## src/rtl/datapath_pkg.sv

```systemverilog
// Shared definitions for the single-cycle datapath.
// Holds the default operand/index widths, the architectural register
// indices with special meaning, and the bit positions of the ALU flags
// so that the ALU, the register bank and the branch logic agree on them.
package datapath_pkg;

  // Default operand width and register index width (16 registers).
  localparam int DATA_W = 32;
  localparam int ADDR_W = 4;

  // Register 0 is hardwired to zero, register 1 is the stack pointer.
  localparam int REG_ZERO = 0;
  localparam int REG_SP   = 1;

  // Flag vector ordering {carry, zero, sign}, shared with the ALU.
  localparam int FLAG_CARRY = 2;
  localparam int FLAG_ZERO  = 1;
  localparam int FLAG_SIGN  = 0;
  localparam int FLAG_W     = 3;

endpackage : datapath_pkg

```

## src/rtl/flags_register.sv

```systemverilog
// Flags latch for the ALU condition codes.
// A small enable register with asynchronous active-low clear that holds the
// {carry, zero, sign} vector for the downstream branch logic.
// Ports:
//   clk   - rising-edge clock
//   rst_n - asynchronous active-low clear (q goes to 0)
//   en    - capture strobe; when low q holds
//   d     - incoming flags from the ALU
//   q     - latched flags
module flags_register
  import datapath_pkg::*;
(
  input  logic              clk,
  input  logic              rst_n,
  input  logic              en,
  input  logic [FLAG_W-1:0] d,
  output logic [FLAG_W-1:0] q
);

  // Capture the ALU flags only when strobed; reset clears every flag.
  always_ff @(posedge clk or negedge rst_n) begin
    if (!rst_n) begin
      q <= '0;
    end else if (en) begin
      q <= d;
    end
  end

endmodule : flags_register

```

## src/rtl/reg_bank_flags.sv

```systemverilog
// Architectural register bank plus flags register for the single-cycle
// datapath. Two combinational read ports feed the ALU operands, one
// synchronous write port captures the ALU result (or load data), and a
// separate flags latch captures the ALU condition codes.
// Ports:
//   clk, rst_n         - clock and asynchronous active-low reset
//   rs_addr / rs_data  - read port A (ALU input A)
//   rt_addr / rt_data  - read port B (ALU input B)
//   wr_en, wr_addr,
//   wr_data            - write port; writes to register 0 are dropped
//   flags_we, flags_in - flags capture strobe and ALU flags {carry,zero,sign}
//   flags_out          - latched flags
module reg_bank_flags #(
  parameter int                 DATA_W  = datapath_pkg::DATA_W,
  parameter int                 ADDR_W  = datapath_pkg::ADDR_W,
  parameter logic [DATA_W-1:0]  SP_INIT = 32'h0000_03FC
) (
  input  logic              clk,
  input  logic              rst_n,
  input  logic [ADDR_W-1:0] rs_addr,
  input  logic [ADDR_W-1:0] rt_addr,
  output logic [DATA_W-1:0] rs_data,
  output logic [DATA_W-1:0] rt_data,
  input  logic              wr_en,
  input  logic [ADDR_W-1:0] wr_addr,
  input  logic [DATA_W-1:0] wr_data,
  input  logic              flags_we,
  input  logic [2:0]        flags_in,
  output logic [2:0]        flags_out
);

  import datapath_pkg::*;

  localparam int NUM_REGS = 2 ** ADDR_W;
  localparam logic [ADDR_W-1:0] ZERO_IDX = ADDR_W'(REG_ZERO);

  logic [DATA_W-1:0] regs [NUM_REGS];

  // Register array. Entry 0 is never written so it stays at its reset
  // value; the read muxes also force it to zero so it reads as a constant.
  // The write is gated by wr_en first so an undefined wr_addr while idle
  // cannot reach any register.
  always_ff @(posedge clk or negedge rst_n) begin
    if (!rst_n) begin
      for (int i = 0; i < NUM_REGS; i++) begin
        regs[i] <= (i == REG_SP) ? SP_INIT : '0;
      end
    end else if (wr_en && (wr_addr != ZERO_IDX)) begin
      regs[wr_addr] <= wr_data;
    end
  end

  // Read ports come straight from the stored array with no write bypass;
  // a bypass would close a loop through the ALU back onto wr_data.
  assign rs_data = (rs_addr == ZERO_IDX) ? '0 : regs[rs_addr];
  assign rt_data = (rt_addr == ZERO_IDX) ? '0 : regs[rt_addr];

  flags_register u_flags (
    .clk   (clk),
    .rst_n (rst_n),
    .en    (flags_we),
    .d     (flags_in),
    .q     (flags_out)
  );

endmodule : reg_bank_flags

```

## config.mk

```make
export PLATFORM = sky130hd
export DESIGN_NAME = reg_bank_flags
export DESIGN_NICKNAME = d
export VERILOG_FILES = /design/src/rtl/datapath_pkg.sv /design/src/rtl/flags_register.sv /design/src/rtl/reg_bank_flags.sv
export SDC_FILE = /design/constraint.sdc
export NUM_CORES = 1
export LEC_CHECK = 0
export ABC_CLOCK_PERIOD_IN_PS = 4800
export BUFFER_PORTS_ARGS = -buffer_cell sky130_fd_sc_hd__buf_2
export CORE_MARGIN = 4
export CORE_UTILIZATION = 40
export CTS_BUF_LIST = sky130_fd_sc_hd__clkbuf_2 sky130_fd_sc_hd__clkbuf_4 sky130_fd_sc_hd__clkbuf_8
export CTS_CLUSTER_SIZE = 30
export DETAILED_ROUTE_END_ITERATION = 8
export GPL_TIMING_DRIVEN = 0
export PLACE_DENSITY_LB_ADDON = 0.08
export SYNTH_ARGS = -nofsm -noshare
export SYNTH_HDL_FRONTEND = slang
export SYNTH_SLANG_ARGS = --single-unit
```

## constraint.sdc

```tcl
create_clock -name clk -period 4.8 [get_ports clk]
set_clock_uncertainty 0.15 [all_clocks]
set_input_delay 0.72 -clock clk [delete_from_list [all_inputs] [get_ports clk]]
set_output_delay 0.72 -clock clk [all_outputs]
set_load 0.03 [all_outputs]
```

After elaboration in Yosys (flattened, before gate mapping)
Cells that the tools add are included.

Register bits after elaboration: 515. Word-level logic and storage cells: 40.

$lt $le $gt $ge: 4. Mux-type cells: 11. Bitwise logic cells: 3. Reduce and logical (&&, ||, !) cells: 5.

Operator list (count): 512-bit bitwise mux (1); 32-bit binary-select mux with 4-bit select (2); 32-bit 2-to-1 mux (7); 32-bit demux with 4-bit select (1); 5-bit >= comparator, second input constant (3); 4-bit NOT with 5-bit output (3); 4-bit logical NOT (2); 5-bit by 1-bit < comparator with 1-bit output, second input constant (1); 4-bit nonzero test (1); 1-bit logical AND (2).

Longest topological paths before layout
Depth in word-level cells: 6. Mapped depth: 8.

Cells and area by module
Synthesis repeated with hierarchy kept, for this count alone.

Cells, all modules: 1770. Area, all modules: 25669.6 µm².

Modules (own cells, without submodules): reg_bank_flags (times used 1, cells each 1764, area each 25560.8 µm², sequential area each 12046.6 µm²); flags_register (times used 1, cells each 6, area each 108.9 µm², sequential area each 75.1 µm²).

Worst setup path after synthesis
No wires, ideal clock.

Kind: input-to-output. Start point: input port rt_addr[2]. End point: output port rt_data[15]. Data arrival time: 2.314 ns. Data required time: 3.930 ns. Slack: 1.616 ns. Cell stages on the path: 6. Buffers on the path: 3. Cell sequence: buf_2 nand2b_1 clkbuf_1 clkbuf_1 nor2_1 nor3_1.

Word-level cells in the longest chain between the ends: 5.

RTL lines: from (decl) (line reg_bank_flags.sv:21) `input logic [ADDR_W-1:0] rt_addr,`; 4-bit NOT with 5-bit output (implied by the code) (line reg_bank_flags.sv:56) `assign rt_data = (rt_addr == ZERO_IDX) ? '0 : regs[rt_addr];`; 32-bit binary-select mux with 4-bit select (line reg_bank_flags.sv:56); 32-bit 2-to-1 mux (implied by the code) (2 in a row) (line reg_bank_flags.sv:56); 32-bit 2-to-1 mux (*) (line reg_bank_flags.sv:56); to (decl) (line reg_bank_flags.sv:23) `output logic [DATA_W-1:0] rt_data,`.

Mark *: on every way between the ends. The rest lies on a longest branch, timed or not. The select of a mux whose other input is x is not followed.

Worst setup path after layout
Start point: input port rt_addr[2]. End point: output port rt_data[9].

Same word-level chain as after synthesis.

==> impl_metrics.env <==
export IMPL_cp_start_kind="input port"
export IMPL_finalHoldViolCount=0
export IMPL_maxSlewViolCount=0
export IMPL_dieArea_um2=68100
export IMPL_critPathRequiredTime_ps=3930
export IMPL_synth_net_count=1805
export IMPL_ys_async_sr_fraction_pct=100
export IMPL_maxSlewHeadroom_pct=0.769
export IMPL_placementRows=92
export IMPL_antenna_found_initial=5
export IMPL_path_clk_slew_ps=50
export IMPL_cts_setup_buffers=0
export IMPL_grt_max_degree=117
export IMPL_cp_cell_sequence="buf_2 -> nand2b_1 -> clkbuf_1 -> clkbuf_1 -> nor2_1 -> nor3_1 -> buf_2"
export IMPL_vias=17800
export IMPL_clock_sinks=483
export IMPL_synth_seq_area_share_pct=47.2
export IMPL_synth_flop_cell="dfrtp_1"
export IMPL_min_path_type="input port to register"
export IMPL_yosysTopAreaCell="dfrtp_1"
export IMPL_fmaxAchievable_ghz=0.219
export IMPL_crit_arrival_ps=3700
export IMPL_synthMostInstantiatedCell="mux2_2"
export IMPL_power_density_nw_per_um2=448
export IMPL_final_antenna_net_count=0
export IMPL_fin_crit_sh_pct=95.2
export IMPL_dr_pass1_iters=5
export IMPL_syn_cell_area_um2=25600
export IMPL_syn2layout_area_growth_pct=14.4
export IMPL_ys_types=35
export IMPL_hold_buffers=1
export IMPL_drive_above_1_share_pct=53.1
export IMPL_cap_violations=0
export IMPL_crit_slowest_cell="clkbuf_1"
export IMPL_route_detailed_drc=0
export IMPL_htreeDepth=3
export IMPL_critPathBufInv=4
export IMPL_cts_tree="built"
export IMPL_clock_latency_ps=690
export IMPL_reg2reg_depth=1
export IMPL_setup_ws_ps=233
export IMPL_drtIter0Drc=1489
export IMPL_grt_pass1_vias=18300
export IMPL_critPathMaxStageDelay_ps=1000
export IMPL_synthTopCellsByArea="dfrtp_1, mux2_2, mux4_2"
export IMPL_wl_um=97000
export IMPL_outcome="complete, no violations"
export IMPL_avgSynthCellArea_um2=14.6
export IMPL_setup_violations=0
export IMPL_ir_drop_mv=0.174
export IMPL_synthCells=1754
export IMPL_cts_buffers_inserted=91
export IMPL_dieWidth_um=261
export IMPL_tightest_slew_ps=1490
export IMPL_wl_per_cell_um=33.7
export IMPL_die_y_um=261
export IMPL_grt_pass1_wl_um=137000
export IMPL_vias_per_cell=6.17
export IMPL_gp_congestion=0.885
export IMPL_crit_type="input port to primary output"
export IMPL_overflow=0
export IMPL_yosysWarnings=0
export IMPL_track_usage_pct=28.4
export IMPL_ys_seq_elements=483
export IMPL_io_pin_count=118
export IMPL_p_leak_nw=12.5
export IMPL_hold_depth=2
export IMPL_hpwl_um=62600
export IMPL_critPathTopFamily="buffers and inverters"
export IMPL_cts_resized=0
export IMPL_layout_nets=2015
export IMPL_end_kind="primary output"
export IMPL_root_buffer="clkbuf_8"
export IMPL_cts_buffer_depth=3
export IMPL_synth_commonest_cells="mux2_2, dfrtp_1, mux4_2"
export IMPL_crit_cells=7
export IMPL_coreArea_um2=63200
export IMPL_synth_edf_count=0
export IMPL_dp_slack_ps=309
export IMPL_dpl_cell_count=2716
export IMPL_fin_cells=2880
export IMPL_crit_fanout=10
export IMPL_fin_crit_ps=4570
export IMPL_start_util_pct=40.5
export IMPL_rsz0062_at_grt="no"
export IMPL_synth_top_area_share_pct=46.4
export IMPL_numPortBuffers=112
## final timing paths
path	startpoint	to	slack [ps]
worst max-delay path	rt_addr[2]	rt_data[9]	230
worst min-delay path	flags_in[1]	u_flags.q[1]$_DFFE_PN0P_	140
worst max register to register	regs[234]$_DFFE_PN0P_	regs[234]$_DFFE_PN0P_	3840
worst min register to register	u_flags.q[1]$_DFFE_PN0P_	u_flags.q[1]$_DFFE_PN0P_	360
max in group asynchronous	rst_n	regs[368]$_DFFE_PN0P_	2670
min in group asynchronous	rst_n	regs[261]$_DFFE_PN0P_	380
## cell usage in the layout (no fill, tap or decap), types with 14 or more instances in the layout
cell type,instances
a21oi_1,54
a221o_1,29
a221oi_1,41
a22oi_1,28
buf_2,178
buf_6,14
clkbuf_1,81
clkbuf_4,35
clkbuf_8,118
dfrtp_1,475
mux2_1,18
mux2_2,528
mux2i_1,98
mux4_2,157
nor2_1,40
nor3_1,27
o22ai_1,31
## cells by family (layout without fill, tap and decap cells)
group	Yosys count	count (layout)	share of synthesized area, %
AOI/OAI and AO/OA	192	192	5.52
buffers and inverters	181	458	3.73
DFF	483	483	47.2
muxes	801	801	41.6
other	0	3	0
and+or+nand+nor	97	97	1.87
## flip-flops by register name, indices dropped and copies added, names as in the netlist
signal and cells:
regs 480, u_flags.q 3
## area by class of cell
cell class,instances,area (µm²)
Fill cell,5787,33900
Timing Repair Buffer,117,691
Clock inverter,7,40.0
Multi-Input combinational cell,1090,12600
Sequential cell,483,12100
Tap cell,846,1060
Antenna cell,3,7.51
Clock buffer,153,1890
Buffer,181,957
## per-layer routing
layer  vias to the layer above  part of all wire [%]  GRT usage [%]
met5                         -                     0              0
met1                      9574                    43           39.0
li1                       7245                     -              -
met2                       736                    47           45.3
met3                       219                   6.3           5.38
met4                         0                   4.3           10.6
## where the power goes
group          switching [W]  internal, W  leakage [nW]  total [W]
Combinational        0.00138      0.00170          5.54    0.00308
Clock                0.00184      0.00245          1.03    0.00429
Sequential          0.000723      0.00504          5.91    0.00576
Total                0.00395      0.00919          12.5     0.0131
## metrics by stage
stage	instance area [µm²]	total power (W)	TNS [ps]	hold WS, ps	utilization, %
floorplan	25600	0.00788	0	274	-
global placement	27200	0.00877	-3495890	332	43.1
detailed placement	27400	0.00888	0	343	43.3
CTS	29300	0.0132	0	85.8	46.3
global route	29300	0.0137	0	104	46.4
finish	29300	0.0131	0	144	46.4
No activity file was read; power rests on OpenSTA's default activity.
